<file path="src/rtl/hazard_pkg_r1.sv">
// Shared definitions for the forwarding and hazard-control unit.
// Forward-select encodings and a constant width helper.
package hazard_pkg_r1;

    localparam logic [1:0] FWD_RF  = 2'b00;
    localparam logic [1:0] FWD_MEM = 2'b01;
    localparam logic [1:0] FWD_WB  = 2'b10;

    function automatic int clog2(input int n);
        int r;
        int v;
        r = 0;
        v = n - 1;
        while (v > 0) begin
            r = r + 1;
            v = v >> 1;
        end
        return r;
    endfunction

endpackage

</file>
<file path="src/rtl/forward_select_r1.sv">
// Forward select for one EX-stage source operand.
// MEM wins over WB; register 0 always reads the register file.
module forward_select_r1
    import hazard_pkg_r1::*;
#(
    parameter int AW = 5
) (
    input  logic [AW-1:0] i_src,
    input  logic          i_mem_we,
    input  logic [AW-1:0] i_mem_rd,
    input  logic          i_wb_we,
    input  logic [AW-1:0] i_wb_rd,
    output logic [1:0]    o_sel
);

    always_comb begin
        o_sel = FWD_RF;
        if (i_src != '0) begin
            if (i_mem_we && (i_src == i_mem_rd)) begin
                o_sel = FWD_MEM;
            end else if (i_wb_we && (i_src == i_wb_rd)) begin
                o_sel = FWD_WB;
            end
        end
    end

endmodule

</file>
<file path="src/rtl/hazard_forwarding_unit_r1.sv">
// Forwarding selects, load-use and HI/LO hazard stalls, mult/div busy
// tracking and a saturating stall counter for the pipelined MIPS core.
module hazard_forwarding_unit_r1
    import hazard_pkg_r1::*;
#(
    parameter int REG_ADDR_WIDTH = 5,
    parameter int NUM_SRC        = 2,
    parameter int MULDIV_LAT     = 4,
    parameter int CNT_WIDTH      = 16
) (
    input  logic                              clk,
    input  logic                              rst,
    input  logic                              id_valid,
    input  logic [NUM_SRC*REG_ADDR_WIDTH-1:0] id_src,
    input  logic [NUM_SRC-1:0]                id_src_used,
    input  logic                              id_is_muldiv,
    input  logic                              id_reads_hilo,
    input  logic [NUM_SRC*REG_ADDR_WIDTH-1:0] ex_src,
    input  logic                              ex_writeReg,
    input  logic [REG_ADDR_WIDTH-1:0]         ex_regToWrite,
    input  logic                              ex_memRead,
    input  logic                              mem_writeReg,
    input  logic [REG_ADDR_WIDTH-1:0]         mem_regToWrite,
    input  logic                              wb_writeReg,
    input  logic [REG_ADDR_WIDTH-1:0]         wb_regToWrite,
    output logic [2*NUM_SRC-1:0]              forward,
    output logic                              stall,
    output logic                              bubble_ex,
    output logic                              muldiv_busy,
    output logic [CNT_WIDTH-1:0]              stall_count
);

    localparam int AW = REG_ADDR_WIDTH;
    localparam int BW = clog2(MULDIV_LAT + 1);

    logic [BW-1:0]        r_busy_cnt;
    logic [CNT_WIDTH-1:0] r_stall_count;
    logic                 w_load_use;
    logic                 w_hilo;
    logic                 w_stall;
    logic                 w_issue;

    for (genvar i = 0; i < NUM_SRC; i++) begin : g_fwd
        forward_select_r1 #(.AW(AW)) u_sel (
            .i_src    (ex_src[i*AW +: AW]),
            .i_mem_we (mem_writeReg),
            .i_mem_rd (mem_regToWrite),
            .i_wb_we  (wb_writeReg),
            .i_wb_rd  (wb_regToWrite),
            .o_sel    (forward[2*i +: 2])
        );
    end

    always_comb begin
        w_load_use = 1'b0;
        if (id_valid && ex_memRead && ex_writeReg && (ex_regToWrite != '0)) begin
            for (int i = 0; i < NUM_SRC; i++) begin
                if (id_src_used[i] && (id_src[i*AW +: AW] == ex_regToWrite)) begin
                    w_load_use = 1'b1;
                end
            end
        end
    end

    assign muldiv_busy = (r_busy_cnt != '0);
    assign w_hilo      = id_valid && muldiv_busy && (id_is_muldiv || id_reads_hilo);
    assign w_stall     = w_load_use || w_hilo;
    assign w_issue     = id_valid && id_is_muldiv && !w_stall;
    assign stall       = w_stall;
    assign bubble_ex   = w_stall;
    assign stall_count = r_stall_count;

    always_ff @(posedge clk) begin
        if (rst) begin
            r_busy_cnt <= '0;
        end else if (w_issue) begin
            r_busy_cnt <= BW'(MULDIV_LAT);
        end else if (r_busy_cnt != '0) begin
            r_busy_cnt <= r_busy_cnt - BW'(1);
        end
    end

    // Saturates at all-ones so a long stall never reads as a short one.
    always_ff @(posedge clk) begin
        if (rst) begin
            r_stall_count <= '0;
        end else if (w_stall && (r_stall_count != '1)) begin
            r_stall_count <= r_stall_count + CNT_WIDTH'(1);
        end
    end

endmodule

</file>
<file path="config.mk">
export PLATFORM = sky130hd
export DESIGN_NAME = hazard_forwarding_unit_r1
export DESIGN_NICKNAME = d
export VERILOG_FILES = /design/src/rtl/hazard_pkg_r1.sv /design/src/rtl/forward_select_r1.sv /design/src/rtl/hazard_forwarding_unit_r1.sv
export SDC_FILE = /design/constraint.sdc
export NUM_CORES = 1
export LEC_CHECK = 0
export BUFFER_PORTS_ARGS = -buffer_cell sky130_fd_sc_hd__buf_4
export CAP_MARGIN = 20
export CORE_ASPECT_RATIO = 0.5
export CORE_MARGIN = 10
export CORE_UTILIZATION = 41
export CTS_CLUSTER_DIAMETER = 40
export DETAILED_ROUTE_END_ITERATION = 12
export GPL_TIMING_DRIVEN = 0
export PLACE_DENSITY = 0.75
export SETUP_SLACK_MARGIN = 0.3
export SYNTH_ARGS = -nofsm -noshare
export SYNTH_HDL_FRONTEND = slang
export SYNTH_SLANG_ARGS = --single-unit
</file>
<file path="constraint.sdc">
create_clock -name clk -period 1.9 [get_ports clk]
set_input_delay 0.095 -clock clk [delete_from_list [all_inputs] [get_ports clk]]
set_output_delay 0.095 -clock clk [all_outputs]
set_load 0.05 [all_outputs]
</file>
# Yosys cells after proc, flatten, opt, wreduce, memory -nomap -nowiden
# Cells that the tools add are included.
[totals] reg_bits=19 out_inout_bits=23 input_bits=46
[classes] n_reduce_logical=23 muxes=11 n_addsub=2 eq_ne=7
[op_table] op="5-bit equality test" count=6
[op_table] op="16-bit by 1-bit adder with 16-bit output (second input constant)" count=1
[op_table] op="16-bit inequality test (second input constant)" count=1
[op_table] op="5-bit nonzero test" count=3
[op_table] op="1-bit logical AND" count=14
[op_table] op="2-bit 2-to-1 mux" count=6
[op_table] op="3-bit 2-to-1 mux" count=2
[op_table] op="1-bit 2-to-1 mux" count=3
[op_table] op="3-bit nonzero test" count=1
[op_table] op="3-bit by 1-bit subtractor with 3-bit output (second input constant)" count=1
[op_table] op="1-bit logical OR" count=2
[op_table] op="2-bit nonzero test" count=1
[op_table] op="2-bit OR reduction" count=1
[op_table] op="1-bit zero test" count=1

# Depth between registers and ports, before layout
[depth] word_depth=9 depth_mapped=9

# Cells and area by module
# A second synthesis with hierarchy kept.
[unflattened] cells_unflattened=173 hier_area_um2=1442.6
[modules_own_cells] mod="hazard_forwarding_unit_r1" area_per_inst_um2=1172.4 cells_per_inst=137 n_inst=1
[modules_own_cells] mod="forward_select_r1" area_per_inst_um2=135.1 cells_per_inst=18 n_inst=2

# Least setup slack after synthesis
# Ideal clock, no wire load.
[synth_path] path_kind="flip-flop to flip-flop" from="register r_busy_cnt[0]" to="register r_stall_count[12], in the netlist stall_count[12]" setup_slack_ps=-580 arrival_time_ps=2357 period_less_slack_ps=2480 stages_incl_launch_ff=9 path_cell_list="dfxtp_1 -> inv_1 -> ha_1 -> nand2b_1 -> o211ai_1 -> o21a_4 -> inv_1 -> and3_1 -> mux2_1"
[synth_via] elab_chain_len=5
[synth_lines] element="from (decl)" line="hazard_forwarding_unit_r1.sv:36" rtl="logic [BW-1:0] r_busy_cnt;"
[synth_lines] element="from (signal assigned)" line="hazard_forwarding_unit_r1.sv:77" rtl="r_busy_cnt <= BW'(MULDIV_LAT);"
[synth_lines] element="from (signal assigned)" line="hazard_forwarding_unit_r1.sv:79" rtl="r_busy_cnt <= r_busy_cnt - BW'(1);"
[synth_lines] element="3-bit nonzero test" line="hazard_forwarding_unit_r1.sv:65" rtl="assign muldiv_busy = (r_busy_cnt != '0);"
[synth_lines] element="named net muldiv_busy" line="hazard_forwarding_unit_r1.sv:29" rtl="output logic muldiv_busy,"
[synth_lines] element="1-bit logical AND (2 in series)" line="hazard_forwarding_unit_r1.sv:66" rtl="assign w_hilo = id_valid && muldiv_busy && (id_is_muldiv || id_reads_hilo);"
[synth_lines] element="1-bit logical OR" line="hazard_forwarding_unit_r1.sv:67" rtl="assign w_stall = w_load_use || w_hilo;"
[synth_lines] element="named net bubble_ex" line="hazard_forwarding_unit_r1.sv:28" rtl="output logic bubble_ex,"
[synth_lines] element="1-bit logical AND" line="hazard_forwarding_unit_r1.sv:87" rtl="end else if (w_stall && (r_stall_count != '1)) begin"
[synth_lines] element="to (signal assigned)" line="hazard_forwarding_unit_r1.sv:88" rtl="r_stall_count <= r_stall_count + CNT_WIDTH'(1);"
[synth_lines] element="to (decl)" line="hazard_forwarding_unit_r1.sv:37" rtl="logic [CNT_WIDTH-1:0] r_stall_count;"
# The timed path passes the listed nets, and every way through them passes these cells.
# A chain may end at the register's enable or synchronous reset.

# Final worst setup path
[layout_path] from="register r_stall_count[11], in the netlist stall_count[11]" to="register r_stall_count[11], in the netlist stall_count[11]"
[layout_via] elab_chain_len=2 elab_cells_between_ends=3 cone_classes="1 x add/sub; 1 x eq/ne; 1 x reduce/logical"
[layout_lines] element="parallel branches: the longest is 2 deep, another holds 16-bit by 1-bit adder with 16-bit output"
# Parallel ways; which one is timed is not known.

==> summary.txt <==
Status
  – Status: finished, final reports clean

Clock tree
  – Worst-path clk slew: 70 ps
  – Clk_lat worst skew: 260 ps
  – Hold buffer count at CTS: 0
  – Clk root buf: clkbuf_8
  – Sink Count: 19
  – CTS max path bufs: 2
  – CTS tree: built
  – H-tree Lvls: 1
  – Cts bufs inserted: 3

Power and ir drop
  – Total power: 1980 uW
  – Worst vdd ir: 0.396 mV
  – Seq pwr share: 24.2%
  – Combinational share of power: 61.0%
  – Switching power: 780 uW
  – P_leak: 0.00103 uW
  – Switching Share: 39.5%
  – P_int: 1200 uW
  – Clock power share: 14.8%
  – Power density over the cells: 739 nW/um^2

Global routing
  – First-pass GRT wire length: 9.10 mm
  – Largest net degree at the start of global routing: 11
  – Global-route usage over all layers: 17.3%
  – Vias in the first global route: 1858
  – Antenna violations before repair: 0
  – Grt total ovfl: 0

Critical path
  – CP Class: reg2reg
  – Delay-heaviest family, CP: simple AND/OR/NAND/NOR gates
  – CP required: 2080 ps
  – Max stage delay on crit path: 510 ps
  – CP max stage cell: or4_4
  – CP startpoint kind: flip-flop
  – CP Max Fanout: 5
  – Cell-by-cell trace of the critical path: and4_4, nor2b_4, and3b_2, buf_8, or4_4, a21oi_2
  – CP Capture Type: flip-flop
  – R2R depth: 6
  – CP Data Arrival Time: 2020 ps
  – Levels on crit path: 6
  – Buf/Inv on CP: 1

Synthesis
  – #FFs+latches synth: 19
  – Mux contribution to synthesized area: 3.06%
  – Syn avg cell area: 8.14 sq um
  – XOR/XNOR share of the synthesized area: 19.0%
  – Simple-gate portion of the synthesized area: 27.5%
  – Main combinational cell family by area after synthesis: simple AND/OR/NAND/NOR gates
  – Synth Area in Compound Gates: 17.3%
  – Post-synth top flop: dfxtp_1
  – Number of flops mapped to enable cells by yosys: 0
  – YS warnings: 0
  – Register area share after synthesis: 26.6%
  – Post-Syn Instances: 176
  – Yosys cell types: 41
  – Synth Cell Area: 1430 sq um
  – Synth Area in Adders: 2.62%
  – Asr flop ratio synth: 0%
  – Syn Nets: 225

Floorplan
  – Number of I/O pins: 69
  – Core outline area: 3400 sq um
  – Die width: 104 microns
  – Row cnt: 15
  – Initial core utilization: 42.2%
  – Die area: 6400 sq um
  – Die Ht: 61.8 microns

Routing
  – # DRC: 0
  – Starting DRT DRC Count: 198
  – Final WL: 6.51 mm
  – Routed len/inst: 19.7 microns
  – Routed Antenna Nets: 0
  – DRT Pass-1 Iters: 4
  – Total number of vias: 1899
  – Vias/cell: 5.74

Final layout
  – Share of cells above drive strength 1: 59.6%
  – # diodes: 0
  – Final #Nets: 330
  – Layout area overhead: 86.7%
  – Finished Layout Cells: 331

STA
  – Period utilization: 96.8%
  – RSZ-0062 raised after global routing: true
  – Achievable Freq: 544 MHz
  – Total negative slack: 0 ps
  – Final Skew: 3.47 ps
  – Fin crit period: 1840 ps
  – Slew Viols, Final: 0
  – Worst-Margin Slew: 668 ps
  – Slew margin rel.: 55.5%
  – Setup violations, final: 0
  – Hold Vio Cnt, Final: 0

Place
  – RePlAce Congestion: 0.813
  – Placed cell count: 295
  – Port bufs: 68
  – DP Wirelength: 3.85 mm

Worst hold path
  – Hold crit path type: in2reg
  – Hold path depth: 2

Job
  – Max cap viols: 0
[stage by stage]
stage          setup WS, ps  instance area [sq um]  hold slack, ps  util, %
6_report               61.0                   2680            47.0     78.7
5_1_grt                39.6                   2680            55.2     78.7
4_1_cts                 126                   2490            44.1     73.3
3_5_place_dp           -226                   2140             321     62.9
3_3_place_gp           -176                   2140             317     62.9
2_1_floorplan         -79.9                   1560             201        -
[worst reg2reg max path, cell delays in order, from the launching register on]
cell	delay, ps
dfxtp_4	360
and4_4	190
nor2b_4	140
and3b_2	250
buf_8	140
or4_4	510
a21oi_2	170
[what timing repair did]
action | CTS | global route
pin swaps | 21 | 17
setup endpoints to repair | 21 | 21
resized for setup | 28 | 29
buffers inserted | 24 | 7
cloned | 1 | 0
[worst paths after layout]
check / start / endpoint / slack, ps
worst min register to register: stall_count[7] / stall_count[7] / 490
worst max register to register: stall_count[11] / stall_count[11] / 60
worst min-delay path: id_is_muldiv / r_busy_cnt[0] / 50
worst max-delay path: stall_count[11] / stall_count[11] / 60
[sequential cells by signal, indices dropped and copies added, names as in the netlist]
register / flops
stall_count: 16
r_busy_cnt: 3
[synthesized netlist by cell type (all sizes together) (3+ instances only)]
cell	number	area, sq um
dfxtp	19	380
xnor2	19	166
a21oi	13	65.1
nor2	13	48.8
xor2	12	105
nand2	11	41.3
or4	11	82.6
nand3	10	50.1
o31ai	8	60.1
nand4	5	31.3
and3	4	25.0
buf	4	31.3
inv	4	15.0
nor2b	4	25.0
o21ai	4	20.0
clkbuf	3	11.3
ha	3	37.5
mux2	3	33.8
nor4	3	18.8
[layout make-up]
cell class | count | area, sq um
Sequential cell | 19 | 424
Fill cell | 212 | 722
Inverter | 4 | 18.8
Multi-Input combinational cell | 146 | 1250
Tap cell | 51 | 63.8
Timing Repair Buffer | 100 | 790
Clock buffer | 4 | 45.0
Buffer | 7 | 83.8
[cells in the final DEF (no fill, tap or decap), types with 3 or more instances in the layout]
| master | n |
|---|---|
| buf_4 | 92 |
| xnor2_1 | 19 |
| xor2_1 | 12 |
| nand2_1 | 11 |
| nor2_1 | 10 |
| a21oi_1 | 9 |
| dfxtp_4 | 9 |
| dfxtp_2 | 8 |
| or4_1 | 6 |
| buf_6 | 6 |
| nand3_1 | 5 |
| nand4_1 | 5 |
| or4_4 | 5 |
| buf_8 | 4 |
| o31ai_2 | 4 |
| a21oi_2 | 4 |
| nand3_4 | 3 |
| nor2_4 | 3 |
| o21ai_1 | 3 |
| clkbuf_1 | 3 |
| nor2b_1 | 3 |
| mux2_4 | 3 |
| o31ai_1 | 3 |
| clkbuf_8 | 3 |
[cells by family after synthesis]
group	count (synthesis)
flip-flops	19
multiplexers	4
buffers and inverters	11
AND/OR/NAND/NOR	71
AO/OA/AOI/OAI	37
XOR/XNOR	31
adder cells (fa/ha/maj)	3
[power by group through the flow]
| stage | clock network (uW) | registers (uW) | logic (uW) |
|---|---|---|---|
| 3_3_place_gp | 0 | 482 | 815 |
| 2_1_floorplan | 0 | 507 | 553 |
| 6_report | 294 | 479 | 1210 |
| 4_1_cts | 299 | 474 | 1070 |
| 5_1_grt | 305 | 485 | 1280 |
| 3_5_place_dp | 0 | 482 | 831 |
[metal layers]
metal / routed length (microns) / vias to the layer above / track usage, %
met5: 0 / - / 0
met4: 153 / 0 / 6.18
met3: 698 / 17 / 5.97
met2: 3230 / 103 / 32.9
met1: 2430 / 917 / 18.2
li1: - / 862 / -
Power figures use the tool's default switching activity.
